**src/rtl/reconf_trigger_pkg.sv**
```systemverilog
// Shared constants for the reconfiguration trigger: default timing values and
// the one-hot FSM state encoding.
package reconf_trigger_pkg;

  localparam int unsigned DefDebCycles   = 500000;
  localparam int unsigned DefHoldCycles  = 50000000;
  localparam int unsigned DefPulseCycles = 16;
  localparam int unsigned DefBlinkBit    = 23;

  localparam int unsigned NumStates = 5;

  typedef enum logic [NumStates-1:0] {
    StIdle    = 5'b00001,
    StArming  = 5'b00010,
    StWaitRel = 5'b00100,
    StFire    = 5'b01000,
    StLock    = 5'b10000
  } state_e;

  function automatic int unsigned max3(input int unsigned a, input int unsigned b,
                                       input int unsigned c);
    int unsigned m;
    m = (a > b) ? a : b;
    return (m > c) ? m : c;
  endfunction

endpackage

```
**src/rtl/sync_debounce.sv**
```systemverilog
// Two-flop synchronizer followed by a debouncer: the output follows the
// synchronized input only after DEB_CYCLES consecutive disagreeing samples.
module sync_debounce
  import reconf_trigger_pkg::*;
#(
  parameter int unsigned DEB_CYCLES = DefDebCycles,
  parameter logic        RST_VAL    = 1'b0
) (
  input  logic clk,
  input  logic rstn,
  input  logic din,
  output logic dout
);

  localparam int unsigned CntW = (DEB_CYCLES > 1) ? $clog2(DEB_CYCLES) : 1;
  localparam logic [CntW-1:0] CntLast = CntW'(DEB_CYCLES - 1);

  logic            sync1;
  logic            sync2;
  logic [CntW-1:0] cnt;

  always_ff @(posedge clk or negedge rstn) begin
    if (!rstn) begin
      sync1 <= RST_VAL;
      sync2 <= RST_VAL;
      dout  <= RST_VAL;
      cnt   <= '0;
    end else begin
      sync1 <= din;
      sync2 <= sync1;
      if (sync2 == dout) begin
        cnt <= '0;
      end else if (cnt == CntLast) begin
        dout <= sync2;
        cnt  <= '0;
      end else begin
        cnt <= cnt + CntW'(1);
      end
    end
  end

endmodule

```
**src/rtl/reconf_trigger.sv**
```systemverilog
// Pushbutton-driven remote reconfiguration trigger: hold to arm, release to fire
// a single fixed-width request, then lock until reset.
module reconf_trigger
  import reconf_trigger_pkg::*;
#(
  parameter int unsigned DEB_CYCLES   = DefDebCycles,
  parameter int unsigned HOLD_CYCLES  = DefHoldCycles,
  parameter int unsigned PULSE_CYCLES = DefPulseCycles,
  parameter int unsigned BLINK_BIT    = DefBlinkBit
) (
  input  logic i_clk,
  input  logic i_rstn,
  input  logic i_btn_n,
  input  logic i_sw_sel,
  output logic o_reconf_en,
  output logic o_conf_sel,
  output logic o_led_armed,
  output logic o_busy
);

  localparam int unsigned MaxParam = max3(DEB_CYCLES, HOLD_CYCLES, PULSE_CYCLES);
  localparam int unsigned CntW     = (MaxParam > 1) ? $clog2(MaxParam) : 1;
  localparam int unsigned BlinkIdx = (BLINK_BIT < CntW) ? BLINK_BIT : CntW - 1;

  localparam logic [CntW-1:0] HoldLast  = CntW'(HOLD_CYCLES - 1);
  localparam logic [CntW-1:0] PulseLast = CntW'(PULSE_CYCLES - 1);
  localparam logic [CntW-1:0] CntMax    = '1;

  logic            btn_db;
  logic            sw_db;
  logic            sw_prev;
  state_e          state;
  logic [CntW-1:0] hold_cnt;
  logic [CntW-1:0] hold_inc;
  logic [CntW-1:0] pulse_cnt;

  sync_debounce #(
    .DEB_CYCLES (DEB_CYCLES),
    .RST_VAL    (1'b1)
  ) u_btn_deb (
    .clk  (i_clk),
    .rstn (i_rstn),
    .din  (i_btn_n),
    .dout (btn_db)
  );

  sync_debounce #(
    .DEB_CYCLES (DEB_CYCLES),
    .RST_VAL    (1'b0)
  ) u_sw_deb (
    .clk  (i_clk),
    .rstn (i_rstn),
    .din  (i_sw_sel),
    .dout (sw_db)
  );

  always_comb begin
    hold_inc = (hold_cnt == CntMax) ? hold_cnt : hold_cnt + CntW'(1);
  end

  always_ff @(posedge i_clk or negedge i_rstn) begin
    if (!i_rstn) begin
      state       <= StIdle;
      hold_cnt    <= '0;
      pulse_cnt   <= '0;
      sw_prev     <= 1'b0;
      o_reconf_en <= 1'b0;
      o_conf_sel  <= 1'b0;
      o_led_armed <= 1'b0;
      o_busy      <= 1'b0;
    end else begin
      sw_prev <= sw_db;
      unique case (state)
        StIdle: begin
          if (!btn_db) begin
            state       <= StArming;
            hold_cnt    <= '0;
            o_busy      <= 1'b1;
            o_led_armed <= 1'b0;
          end
        end
        StArming: begin
          if (btn_db) begin
            state       <= StIdle;
            hold_cnt    <= '0;
            o_busy      <= 1'b0;
            o_led_armed <= 1'b0;
          end else if (sw_db != sw_prev) begin
            // A new image choice must be held for the full time on its own.
            hold_cnt    <= '0;
            o_led_armed <= 1'b0;
          end else if (hold_inc >= HoldLast) begin
            state       <= StWaitRel;
            hold_cnt    <= hold_inc;
            o_conf_sel  <= sw_db;
            o_led_armed <= 1'b1;
          end else begin
            hold_cnt    <= hold_inc;
            o_led_armed <= hold_inc[BlinkIdx];
          end
        end
        StWaitRel: begin
          if (btn_db) begin
            state       <= StFire;
            pulse_cnt   <= '0;
            o_reconf_en <= 1'b1;
          end
        end
        StFire: begin
          if (pulse_cnt >= PulseLast) begin
            state       <= StLock;
            o_reconf_en <= 1'b0;
          end else begin
            pulse_cnt <= pulse_cnt + CntW'(1);
          end
        end
        StLock: begin
        end
        default: begin
          state <= StIdle;
        end
      endcase
    end
  end

endmodule

```
**config.mk**
```make
export PLATFORM = sky130hd
export DESIGN_NAME = reconf_trigger
export DESIGN_NICKNAME = d
export VERILOG_FILES = /design/src/rtl/reconf_trigger_pkg.sv /design/src/rtl/sync_debounce.sv /design/src/rtl/reconf_trigger.sv
export SDC_FILE = /design/constraint.sdc
export NUM_CORES = 1
export LEC_CHECK = 0
export ABC_AREA = 1
export CORE_ASPECT_RATIO = 0.5
export CORE_MARGIN = 2
export CORE_UTILIZATION = 56
export CTS_BUF_LIST = sky130_fd_sc_hd__clkbuf_8 sky130_fd_sc_hd__clkbuf_16
export DETAILED_ROUTE_END_ITERATION = 10
export GPL_TIMING_DRIVEN = 0
export PLACE_DENSITY = 0.72
export SETUP_SLACK_MARGIN = 0.4
export SLEW_MARGIN = 20
export SYNTH_ARGS = -nofsm -noshare
export SYNTH_HDL_FRONTEND = slang
export SYNTH_SLANG_ARGS = --single-unit
```
**constraint.sdc**
```tcl
create_clock -name i_clk -period 3.7 [get_ports i_clk]
set_input_delay 0.74 -clock i_clk [delete_from_list [all_inputs] [get_ports i_clk]]
set_output_delay 0.74 -clock i_clk [all_outputs]
set_load 0.02 [all_outputs]
```
# Word-level counts from Yosys, hierarchy flattened
# Cells that the tools add are included.
[totals]
output_inout_bits = 4
register_bits = 106
input_bits = 4
[classes]
n_addsub = 4
eq_ne = 18
magnitude_cmp = 2
bitwise_logic = 5
muxes = 30
reduce_logical = 10
[ops]
columns = ["op", "count"]
rows = [
  ["26-bit 2-to-1 mux", 6],
  ["26-bit case mux with 2 select lines", 2],
  ["19-bit 2-to-1 mux", 4],
  ["26-bit by 1-bit adder with 26-bit output, second input constant", 2],
  ["19-bit by 1-bit adder with 19-bit output, second input constant", 2],
  ["19-bit equality test, second input constant", 2],
  ["5-bit 2-to-1 mux", 6],
  ["26-bit equality test, second input constant", 1],
  ["26-bit >= comparator, second input constant", 1],
  ["26-bit by 4-bit >= comparator with 1-bit output, second input constant", 1],
  ["5-bit case mux with 5 select lines", 1],
  ["3-bit AND reduction", 3],
  ["1-bit 2-to-1 mux", 8],
  ["2-bit != test, second input constant", 3],
  ["3-bit by 2-bit != test with 1-bit output, second input constant", 2],
  ["1-bit case mux with 2 select lines", 3],
  ["2-bit AND reduction", 3],
  ["6-bit AND reduction", 1],
  ["5-bit by 1-bit equality test with 1-bit output, second input constant", 1],
  ["5-bit by 2-bit equality test with 1-bit output, second input constant", 1],
  ["5-bit by 3-bit equality test with 1-bit output, second input constant", 1],
  ["5-bit by 4-bit equality test with 1-bit output, second input constant", 1],
  ["5-bit equality test, second input constant", 1],
  ["1-bit NOT", 5],
  ["other kinds (5)", 8],
]

# Longest topological paths before layout
[depth]
ltp_word = 7
mapped_depth = 18
depth_no_buf = 18

# Cells and area by module
# A second synthesis with hierarchy kept.
[unflattened]
cells_unflattened = 772
hier_area_um2 = 5836.8
[modules_own_cells]
columns = ["mod", "n_inst", "area_each_um2", "seq_area_each_um2", "cells_per_inst"]
rows = [
  ["reconf_trigger", 1, 3450.8, 1552.7, 478],
  ["sync_debounce at u_btn_deb", 1, 1194.9, 554.3, 147],
  ["sync_debounce at u_sw_deb", 1, 1191.1, 550.5, 147],
]

# Least setup slack after synthesis
# No wires, ideal clock.
[synth_timing]
kind = "reg-to-reg"
start = "reg hold_cnt[0]"
end = "reg state[1]"
t_required_ns = 3.583
setup_ns = 0.117
stages_incl_launch_ff = 18
arrival_ns = 1.982
path_slack_ns = 1.600
cell_sequence = "dfrtp_1 > ha_1 > inv_2 > nor2_4 > nand2_4 > nor2_4 > nand2_4 > buf_6 > nand2_1 > nand2_1 > nor2_2 > nand2_1 > nor2_1 > nand2_1 > nand3_2 > nand2_1 > nand3_1 > nand2_1"
[synth_between]
elab_chain_cells = 5
word_cells_on_any_way = 6
cone_classes = "add/sub (1); order compare (1); eq/ne (2); mux (1); reduce/logical (1)"
[synth_rtl]
columns = ["element", "line_no", "source"]
rows = [
  ["from (decl)", "reconf_trigger.sv:33", "logic [CntW-1:0] hold_cnt;"],
  ["from (signal assigned)", "reconf_trigger.sv:94", "hold_cnt <= hold_inc;"],
  ["from (signal assigned)", "reconf_trigger.sv:98", "hold_cnt <= hold_inc;"],
  ["26-bit by 1-bit adder with 26-bit output or 26-bit equality test (tied branches)", "reconf_trigger.sv:58", "hold_inc = (hold_cnt == CntMax) ? hold_cnt : hold_cnt + CntW'(1);"],
  ["26-bit 2-to-1 mux *", "reconf_trigger.sv:58", ""],
  ["26-bit >= comparator *", "reconf_trigger.sv:92", "end else if (hold_inc >= HoldLast) begin"],
  ["3-bit by 2-bit != test with 1-bit output (no line) *", "-", ""],
  ["6-bit AND reduction (no line) *", "-", ""],
  ["to (signal assigned)", "reconf_trigger.sv:63", "state <= StIdle;"],
  ["to (signal assigned)", "reconf_trigger.sv:93", "state <= StWaitRel;"],
  ["to (signal assigned)", "reconf_trigger.sv:104", "state <= StFire;"],
  ["to (decl)", "reconf_trigger.sv:32", "state_e state;"],
]
# Mark *: on every way between the ends. The rest lies on a longest branch, timed or not.
# A chain may end at the register's enable or synchronous reset.

# Worst setup path in the final report
[layout_timing]
start = "reg hold_cnt[0]"
end = "reg o_conf_sel"
[layout_between]
elab_chain_cells = 4
word_cells_on_any_way = 5
cone_classes = "add/sub (1); order compare (1); eq/ne (1); mux (1); reduce/logical (1)"
[layout_rtl]
columns = ["element", "line_no", "source"]
rows = [
  ["26-bit by 1-bit adder with 26-bit output or 26-bit equality test (tied branches)", "reconf_trigger.sv:58", ""],
  ["26-bit 2-to-1 mux *", "reconf_trigger.sv:58", ""],
  ["26-bit >= comparator *", "reconf_trigger.sv:92", ""],
  ["4-bit AND reduction (no line) *", "-", ""],
  ["to (signal assigned)", "reconf_trigger.sv:95", "o_conf_sel <= sw_db;"],
  ["to (decl)", "reconf_trigger.sv:16", "output logic o_conf_sel,"],
]
# Marked as above.

==> summary.md <==
| Metric | Value |
|---|---|
| Tcrit/Tclk final | `0.745` |
| Arr. time, crit path | `3.00 ns` |
| Worst vdd ir | `0.230 mV` |
| RSZ-0062 raised after global routing | `false` |
| CTS tree | `yes` |
| Post-layout min period | `2.76 ns` |
| Ant. Diodes | `0` |
| IO Pins | `8` |
| Area grow syn2layout | `10.5%` |
| Mean Syn Cell Area | `7.59 µm²` |
| Worst-path clk slew | `around 0.080 ns` |
| Post-synth ARST share | `1.00` |
| EDFF count, synth | `0` |
| Worst Path Max Fanout | `10` |
| Setup WS post-layout | `between 0.9 and 1 ns` |
| Placer Congestion | `0.973` |
| Yosys top cell area share | `0.463` |
| DRT iter0 DRCs | `~340` |
| Routed WL | `roughly 11000 µm` |
| Commonest non-fill, non-tap cell in the layout | `nand2_1` |
| DRC viols | `0` |
| Worst slew pin tran | `~0.64 ns` |
| Yosys cell types | `39` |
| Largest net degree at the start of global routing | `between 60 and 70` |
| Mapped Area | `between 5000 and 6000 µm²` |
| Synth area leader | `dfrtp_1` |
| Synthesized instance count | `~730` |
| CTS Buf Count | `9` |
| Dpl cells | `about 870` |
| First-pass GRT wire length | `19800 µm` |
| Initial antenna violation count | `0` |
| Area taken by multi-input logic gates | `2360 µm²` |
| Post-CTS sizing | `0` |
| Leak Pwr | `around 0.0029 µW` |
| Sink Count | `around 110` |
| # hold bufs at CTS | `0` |
| Pre-CTS setup slack | `~1.0 ns` |
| Initial Utilization | `0.579` |
| Final ANT Viol Nets | `0` |
| Clock Latency Late Sink | `0.36 ns` |
| Core Box Area | `9510 µm²` |
| Vias in the first global route | `around 4300` |
| Worst setup EP type | `flop` |
| Final-report max-slew violation count | `0` |
| Setup TNS | `0 ns` |
| Commonest non-fill, non-tap cells in the layout | `181 x nand2_1, 117 x nor2_1, 114 x inv_1` |
| Syn nets | `between 700 and 800` |
| Gr usage total | `0.239` |
| Register Area | `2660 µm²` |
| Area contributors post-synth | `dfrtp_1 46%, nand2_1 12%, nor2_1 8.0%` |
| Row cnt | `25` |
| Gr ovfl total | `0` |
| Main synth FF type | `dfrtp_1` |
| Synth warn | `0` |
| Max-Cap Viols | `0` |
| # setup viols final | `0` |
| Ratio of cells with drive above 1 in the final layout | `0.0613` |
| Clock skew | `a little over 0.01 ns` |
| #FFs+latches synth | `between 100 and 150` |
| Port buffer count | `7` |
| Critical path required time | `3.94 ns` |
| DP Area | `roughly 5800 µm²` |
| Vias/cell | `approximately 5.2` |
| Final core occ | `0.640` |
| Seq/Total Area, Yosys | `0.483` |
| H-tree depth | `3` |
| WL/cell | `roughly 13 µm` |
| Die Area | `around 11000 µm²` |
| Detailed placer's ending HPWL | `8350 µm` |
| Clock Root Buffer | `clkbuf_16` |
| Final instance area | `just over 6000 µm²` |
| Vias after detailed routing | `approximately 4600` |
| Fillers | `approximately 860` |
| Final Hold Vio Count | `0` |
| CP Class | `flop to flop` |
| Setup crit start kind | `flop` |
| Final cell count without fillers | `between 800 and 900` |
| PwrDens | `~360 nW/µm²` |
| Die Span X | `between 100 and 150 µm` |
| Net count, final | `approximately 750` |
| Max_slew headroom | `0.570` |
| Status | `finished clean` |
| Clock Path Buffers | `2` |
| Fmax | `between 300 and 400 MHz` |
| Hold crit path type | `primary input to asynchronous set/reset pin` |
| Drt pass-1 iters | `5` |
| Setup Buffers After CTS | `0` |
| Die Span Y | `between 70 and 80 µm` |
-- registers in the layout, summed over array words and instances, names as in the netlist --
signal           cells
o_busy               1
o_reconf_en          1
sw_prev              1
hold_cnt            26
u_sw_deb.dout        1
state                5
o_conf_sel           1
u_btn_deb.dout       1
u_btn_deb.cnt       19
u_btn_deb.sync1      1
u_sw_deb.sync2       1
pulse_cnt           26
u_sw_deb.sync1       1
u_btn_deb.sync2      1
o_led_armed          1
u_sw_deb.cnt        19
-- area by class of cell --
| type | count | area share |
|---|---|---|
| inverter | 117 | 0.0721 |
| clock inverter | 6 | 0.0121 |
| multi-input combinational | 494 | 0.387 |
| tap | 135 | 0.0277 |
| clock buffer | 10 | 0.0393 |
| timing repair buffer | 8 | 0.0162 |
| buffer | 9 | 0.00884 |
| sequential | 106 | 0.436 |
-- worst max-delay path, stage by stage (launching register included) --
cell     delay [ns]
dfrtp_1        0.44
ha_1           0.35
inv_2          0.10
nor2_4         0.23
nand2_4        0.10
nor2_4         0.17
nand2_4        0.09
buf_6          0.16
nand2_2        0.14
nand2_1        0.06
nor2_1         0.12
nand2_1        0.12
nor2_1         0.13
nand2_1        0.11
nand3_2        0.10
nand2_2        0.08
nand2_1        0.07
nand2_1        0.05
-- cells by family (layout without fill, tap and decap cells) --
logic type | count (synthesis) | in the layout | synth area share
fa+ha+maj | 4 | 4 | 0.00909
buf+inv | 126 | 150 | 0.0895
mux | 1 | 1 | 0.00204
simple gates | 394 | 394 | 0.310
flops | 106 | 106 | 0.483
compound gates | 77 | 77 | 0.0786
xor+xnor | 18 | 18 | 0.0286
-- where the power goes --
part           internal (µW)  switching [µW]
registers               1170            4.63
clock network            552             451
logic                   12.3            35.6
total                   1730             492
-- synth_stat cells, drive strengths merged (5+ instances only) --
cell type    n
nand2      187
nor2       123
inv        116
dfrtp      102
o21ai       38
nand3       35
a21oi       22
nor3        16
xor2        16
nand4       14
nor4        10
buf          6
nor3b        5
-- metal layers --
layer  part of all wire  up-vias  track usage
met2               0.46       83        0.391
met1               0.48     2177        0.322
li1                   -     2333            -
met4              0.015        0       0.0852
met3              0.045       13       0.0515
met5                  0        -            0
-- per-stage QoR --
stage,hold slack [ns],total power [µW]
detailed placement,0.348,1240
finish,0.307,2220
CTS,0.316,2250
global route,0.341,2300
global placement,0.347,1240
floorplan,0.331,1210
-- final timing paths --
| kind | depth (start not counted) | from | to | slack (ns) |
|---|---|---|---|---|
| max | 17 | hold_cnt[0] | o_conf_sel | 0.94 |
| min | 1 | i_rstn | u_sw_deb.cnt[0] | 0.31 |
| max reg2reg | 17 | hold_cnt[0] | o_conf_sel | 0.94 |
| min reg2reg | 0 | u_btn_deb.sync1 | u_btn_deb.sync2 | 0.36 |
| max in group asynchronous | 2 | i_rstn | state[0] | 2.70 |
| min in group i_clk | 0 | u_btn_deb.sync1 | u_btn_deb.sync2 | 0.36 |
Power figures use the tool's default switching activity.
